$ cat src/rtl/encoder16x4_drain.sv
// rtl/encoder16x4_drain.sv - drains a request vector as a stream of set-bit indices, LSB first
// Optional ENC_POPCOUNT_EN adds out_count, the number of indices still to be emitted.
module encoder16x4_drain #(
  parameter int WIDTH = 16,
  parameter int IDXW  = 4
) (
  input  logic             clk,
  input  logic             rst,
  input  logic             in_valid,
  output logic             in_ready,
  input  logic [WIDTH-1:0] in_vec,
  output logic             out_valid,
  input  logic             out_ready,
  output logic [IDXW-1:0]  out_idx,
  output logic             out_last,
`ifdef ENC_POPCOUNT_EN
  output logic [IDXW:0]    out_count,
`endif
  output logic             busy
);

  typedef enum logic {IDLE, DRAIN} state_t;

  state_t           state, state_next;
  logic [WIDTH-1:0] pending, pending_next;
  logic [IDXW-1:0]  low_idx;
  logic             single_bit;
  logic             capture, pop;

  // Scan from the MSB down so the last hit wins, leaving the lowest set bit.
  always_comb begin
    low_idx = '0;
    for (int i = WIDTH - 1; i >= 0; i--) begin
      if (pending[i]) low_idx = IDXW'(i);
    end
  end

  assign single_bit = (pending != '0) && ((pending & (pending - WIDTH'(1))) == '0);

  assign in_ready  = (state == IDLE) && !rst;
  assign busy      = (state == DRAIN);
  assign out_valid = (state == DRAIN);
  assign out_idx   = low_idx;
  assign out_last  = (state == DRAIN) && single_bit;

  assign capture = in_valid && in_ready;
  assign pop     = out_valid && out_ready;

  always_comb begin
    state_next   = state;
    pending_next = pending;
    case (state)
      IDLE: begin
        // An all-zero vector is accepted and silently dropped.
        if (capture && (in_vec != '0)) begin
          pending_next = in_vec;
          state_next   = DRAIN;
        end
      end
      DRAIN: begin
        if (pop) begin
          pending_next = pending & (pending - WIDTH'(1));
          if (out_last) state_next = IDLE;
        end
      end
      default: begin
        state_next   = IDLE;
        pending_next = '0;
      end
    endcase
  end

  always_ff @(posedge clk) begin
    if (rst) begin
      state   <= IDLE;
      pending <= '0;
    end else begin
      state   <= state_next;
      pending <= pending_next;
    end
  end

`ifdef ENC_POPCOUNT_EN
  logic [IDXW:0] vec_count;
  logic [IDXW:0] count_q;

  always_comb begin
    vec_count = '0;
    for (int i = 0; i < WIDTH; i++) begin
      vec_count = vec_count + (IDXW + 1)'(in_vec[i]);
    end
  end

  always_ff @(posedge clk) begin
    if (rst) begin
      count_q <= '0;
    end else if (capture) begin
      count_q <= vec_count;
    end else if (pop) begin
      count_q <= count_q - (IDXW + 1)'(1);
    end
  end

  assign out_count = count_q;
`endif

endmodule

$ cat config.mk
export PLATFORM = sky130hd
export DESIGN_NAME = encoder16x4_drain
export DESIGN_NICKNAME = d
export VERILOG_FILES = /design/src/rtl/encoder16x4_drain.sv
export SDC_FILE = /design/constraint.sdc
export NUM_CORES = 1
export LEC_CHECK = 0
export BUFFER_PORTS_ARGS = -buffer_cell sky130_fd_sc_hd__buf_2
export CORE_MARGIN = 2
export CORE_UTILIZATION = 45
export CTS_CLUSTER_DIAMETER = 200
export CTS_CLUSTER_SIZE = 25
export DETAILED_ROUTE_END_ITERATION = 7
export GPL_ROUTABILITY_DRIVEN = 0
export PLACE_DENSITY = 0.68
export SETUP_SLACK_MARGIN = 0.4
export SLEW_MARGIN = 25
export SYNTH_ARGS = -nofsm -noshare
export SYNTH_HDL_FRONTEND = slang
export SYNTH_SLANG_ARGS = --single-unit
$ cat constraint.sdc
create_clock -name clk -period 3.8 [get_ports clk]
set_input_delay 0.76 -clock clk [delete_from_list [all_inputs] [get_ports clk]]
set_output_delay 0.76 -clock clk [all_outputs]
set_load 0.05 [all_outputs]
==> metrics, run 1 <==
largest net degree at the start of global routing=20; Min-Delay Path Class=flop to flop; CTS sink cnt=17; fmax=307 MHz; post-synth top area share=0.278; CTS buffer count=3; Die ar.=roughly 3200 µm²; fin crit period=approximately 3300 ps; antenna violations before repair=0; gr usage total=0.212; Final setup viols=0; Syn Inst Count=166; HPWL after DPL=2.53 mm; number of flops mapped to enable cells by yosys=0; fin crit share=0.858; Rows=18; Tightest Pin Transition=635 ps; Final Util=0.558; Remaining DRCs=0; Die Width=between 50 and 60 µm; total I/O pin count=28; clock slew seen by the registers of the worst setup and hold paths=90 ps; pwr dens=370 nW/µm²; dominant cells by area after synthesis=dfxtp_1 28%, nor2_1 8.3%, a21oi_1 7.4%, o21ai_0 5.3%, a22oi_1 3.7%; area grow syn2layout=14.8%; status=complete, no violations; routed len/inst=15.2 µm; final clock skew=between 2 and 3 ps; ratio of cells with drive above 1 in the final layout=0.234; CP Launch Type=flop; WP data required=3040 ps; flops & latches, synth=17; post-route ant nets=0; fillers=between 200 and 300; fin. max-slew vios=0; drt pass-1 iters=4; final WL=3.32 mm; DIE HEIGHT=56.2 µm; Max-Cap Viols=0; clock root cell=clkbuf_4; setup TNS=0 ps; Clock Latency Late Sink=280 ps; Synth Cell Area=1220 µm²; Leakage Power=0.553 nW; average size of a mapped cell=7.38 µm²; largest fanout on the critical path=10; pre-CTS setup slack=874 ps; dominant cell type by area after synthesis=dfxtp_1; Slew headroom=0.577; antenna fix cells=0; Bufs on Longest Clock Path=2; Critical Path AT=2500 ps; post-cts hold buffer count=0; # port buffers=27; DRT iter0 DRCs=46; NumNets Final=209; Synthesized Nets=186; commonest non-fill, non-tap cells in the layout=27 x nor2_1, 26 x buf_2, 18 x a21oi_1; CTS tree=yes; first-pass GRT wire length=5.35 mm; commonest non-fill, non-tap cell in the layout=nor2_1; grt ovf=0; top_reg_cell synth=dfxtp_1; Worst VDD drop=roughly 0.20 mV; register area share after synthesis=0.278; Post-synth ARST share=0; Final Worst Setup Slack=540 ps; initial core utilization=0.486; H-Tree Level Count=1; RSZ-0062 raised after global routing=no; Fin. Hold Viols=0; core area=2520 µm²; via count=around 1300; Syn. warnings=0; vias in the first global route=about 1200; library cells used by synthesis=43; via-per-instance ratio=5.98; WS Path Type=flop to output port; CP Capture Type=output port
[worst max-delay path, stage by stage (launching register included)]
cell and delay [ps]:
dfxtp_1 400, nor4_4 300, buf_4 220, nand2_2 110, maj3_1 370, o22ai_1 130, nand2_1 100, a2111oi_4 290
clkbuf_4 290
[sequential cells by signal, summed over array words and instances (netlist names)]
| signal | cells |
|---|---|
| pending | 16 |
| busy | 1 |
[layout make-up]
cell class	instances	area [µm²]	share of cell area
well taps	30	37.5	0.0267
flip-flops and latches	17	340	0.242
multi-input cells	132	823	0.585
clock buffers	4	26.3	0.0187
inverters	5	18.8	0.0133
repair buffers	30	160	0.114
[kinds of logic (layout without fill, tap and decap cells)]
logic type,after synthesis,after routing,share of synthesized area
AOI/OAI and AO/OA,62,62,0.327
adders and majority gates,4,4,0.0347
buffers and inverters,17,39,0.0643
DFF,17,17,0.278
muxes,1,1,0.00817
and+or+nand+nor,65,65,0.288
[final timing paths]
path | startpoint | to | slack, ps | cells after the start
setup / recovery | pending[2] | out_last | 540 | 8
hold / removal | pending[15] | pending[15] | 590 | 2
setup reg to reg | pending[4] | busy | 1190 | 6
hold reg to reg | pending[15] | pending[15] | 590 | 2
[synth_stat cells (3+ instances only)]
master and n:
nor2_1 27, a21oi_1 18, dfxtp_1 17, o21ai_0 13, nand2_1 12, clkbuf_1 9
a22oi_1 6, nor4_1 6, inv_1 5, nand4_1 4, o22ai_1 4, a21o_1 3
a31oi_1 3, and2_1 3
[layer usage]
metal  routed length, µm  GRT usage
met1                1600      0.302
met3                 148     0.0209
met5                   0          0
met2                1520      0.326
met4                  51     0.0816
[through the flow]
stage / instance area (µm²) / cells / total power, mW / hold slack [ps]
6_report: 1410 / 218 / 0.520 / 589
5_1_grt: 1410 / 218 / 0.553 / 624
3_5_place_dp: 1380 / 214 / 0.427 / 566
4_1_cts: 1400 / 218 / 0.523 / 579
2_1_floorplan: 1240 / 166 / 0.375 / 503
3_3_place_gp: 1380 / 214 / 0.426 / 553
[what timing repair did]
item	CTS	global route
resized for setup	0	1
setup endpoints to repair	0	1
buffers inserted	0	0
[report_power, final]
part	leakage [nW]	total (mW)	internal (mW)	switching, mW
Sequential	0.139	0.210	0.188	0.0224
Combinational	0.400	0.216	0.0774	0.139
Clock	0.0150	0.0939	0.0408	0.0531
No activity file was read; power rests on OpenSTA's default activity.
==> run 2: changes to the inputs <==
clock period = 3.5 ns   (was 3.8 ns; I/O delays follow)
==> run 2 against run 1 <==
Final area increased by 3.1%; clock-buffer cell count decreased by 1; highest routed layer unchanged; clock power increased by 13%; total power increased by 12%.
==> metrics, run 2 (same netlist as run 1, synthesis figures left out) <==
status=complete, no violations; Rows=18 (unchanged); Critical Path AT=2270 ps (-230 ps); CP top delay family=simple AND/OR/NAND/NOR gates; RSZ-0062 raised after global routing=no; Final Instance Area=1450 µm² (+3.1%); Final Util=0.575 (+0.0174); Critical Path Most Common Cell=buf_6; Remaining DRCs=0 (unchanged); largest net degree at the start of global routing=20 (unchanged); total I/O pin count=28 (unchanged); via count=1368 (+5.0%); CP max-delay cell=dfxtp_4; NumNets Final=212 (+1.4%); DIE HEIGHT=56.2 µm (unchanged); largest fanout on the critical path=7 (-3); core area=2520 µm² (unchanged); clock slew seen by the registers of the worst setup and hold paths=100 ps (about the same); first-pass GRT wire length=5.52 mm (+3.1%); NetSw=0.242 mW (+13%); Fin. Hold Viols=0 (unchanged); Internal=0.339 mW (+11%); Die Width=56.2 µm (unchanged); Bufs on Longest Clock Path=2 (unchanged); switching share of power=0.417 (+0.00484); Leakage Power=0.575 nW (+3.9%); commonest non-fill, non-tap cell in the layout=nor2_1; vias in the first global route=1184 (+2.3%); Min-Delay Path Class=flop to flop; combinational share of power=0.425 (+0.009); area grow syn2layout=18.4%; initial core utilization=0.486 (unchanged); fin crit share=0.850; Final setup viols=0 (unchanged); CTS tree=yes; CTS sink cnt=17 (unchanged); ratio of cells with drive above 1 in the final layout=0.283 (+0.0487); crit-path max cell delay=380 ps (-20 ps); DRT iter0 DRCs=50 (+8.7%); Post-DP Area=1380 µm² (unchanged); H-Tree Level Count=1 (unchanged); CTS buffer count=3 (unchanged); Max-Cap Viols=0 (unchanged); storage element area=349 µm² (+2.6%); pwr dens=401 nW/µm² (+8.5%); multi-input logic area=827 µm² (+0.46%); Tightest Pin Transition=632 ps (-2.70 ps); commonest non-fill, non-tap cells in the layout=27 x nor2_1, 26 x buf_2, 18 x a21oi_1; gr usage total=0.218 (+0.00592); fin crit period=2970 ps; Slew headroom=0.579 (+0.00180); routed len/inst=15.5 µm (+2.0%); fmax=336 MHz; Clock Latency Late Sink=290 ps (about the same); post-cts hold buffer count=0 (unchanged); antenna fix cells=0 (unchanged); HPWL after DPL=2.50 mm (-1.4%); # port buffers=27 (unchanged); setup TNS=0 ps (unchanged); CP Launch Type=flop; Largest Register=pending; final WL=3.43 mm (+3.4%); Worst VDD drop=0.237 mV (+17%); WP data required=2800 ps (-240 ps); CP bufs+invs=3 (+1); fillers=265 (+3.1%); fin. max-slew vios=0 (unchanged); Clk pwr share=0.181 (about the same); sequential share of power=0.393 (-0.011); crit-path cells=nor4_4 > buf_6 > buf_4 > nand3_1 > o21ai_2 > nand4_1 > a2111oi_4 > buf_6; drt pass-1 iters=4 (unchanged); WS Path Type=flop to output port; clock root cell=clkbuf_4; CP Capture Type=output port; post-route ant nets=0 (unchanged); number of flip-flops under the largest register name=16 (unchanged); final clock skew=2.88 ps (+0.165 ps); grt ovf=0 (unchanged); Die ar.=3160 µm² (unchanged); antenna violations before repair=0 (unchanged); via-per-instance ratio=6.19 (+3.6%)
## run 2: changes by cell type in the layout (fill, tap and decap cells not counted), moves of 2 or more
cell	previous run	this run
buf_4	3	5
dfxtp_2	0	4
buf_6	0	2
dfxtp_1	17	12
## run 2: final timing paths
| kind | from | endpoint | slack, ps | depth (start not counted) |
|---|---|---|---|---|
| max | pending[2] | out_last | 530 | 8 |
| min | pending[3] | pending[3] | 540 | 2 |
| max reg2reg | pending[7] | busy | 1030 | 7 |
| min reg2reg | pending[3] | pending[3] | 540 | 2 |
## run 2: layer usage
metal	GRT usage	share of wire	vias up
met2	0.329	0.46	57
met3	0.0163	0.077	9
met1	0.317	0.45	634
met4	0.0850	0.015	0
li1	-	-	668
met5	0	0	-
## run 2: tightest hold or removal path, cell delays in order, from the launching register on
cell and delay (ps):
dfxtp_2 370, o21ai_0 80, a21oi_1 60
## run 2: layout make-up
class,count,area share
repair buffers,33,0.131
multi-input cells,132,0.570
clock inverters,1,0.00345
well taps,30,0.0259
inverters,5,0.0129
clock buffers,3,0.0155
flip-flops and latches,17,0.241
## run 2: metrics by stage
step	hold WS [ps]	setup WS, ps	total power [mW]	instances
3_3_place_gp	544	697	0.462	214
3_5_place_dp	556	638	0.464	214
6_report	545	525	0.581	221
2_1_floorplan	503	440	0.407	166
4_1_cts	571	424	0.578	219
5_1_grt	605	412	0.616	221
## run 2: repair_timing
| item | in CTS | in global routing |
|---|---|---|
| pin swaps | 1 | 1 |
| gates cloned | 0 | 0 |
| resized for setup | 4 | 7 |
| setup endpoints to repair | 1 | 1 |
| setup buffers | 1 | 2 |
## run 2: power by group through the flow
| stage | clock [mW] | sequential [mW] | combinational, mW |
|---|---|---|---|
| after detailed placement | 0 | 0.232 | 0.232 |
| after floorplan | 0 | 0.224 | 0.183 |
| after global routing | 0.116 | 0.231 | 0.268 |
| after CTS | 0.111 | 0.228 | 0.239 |
| final | 0.106 | 0.229 | 0.247 |
| after global placement | 0 | 0.231 | 0.231 |
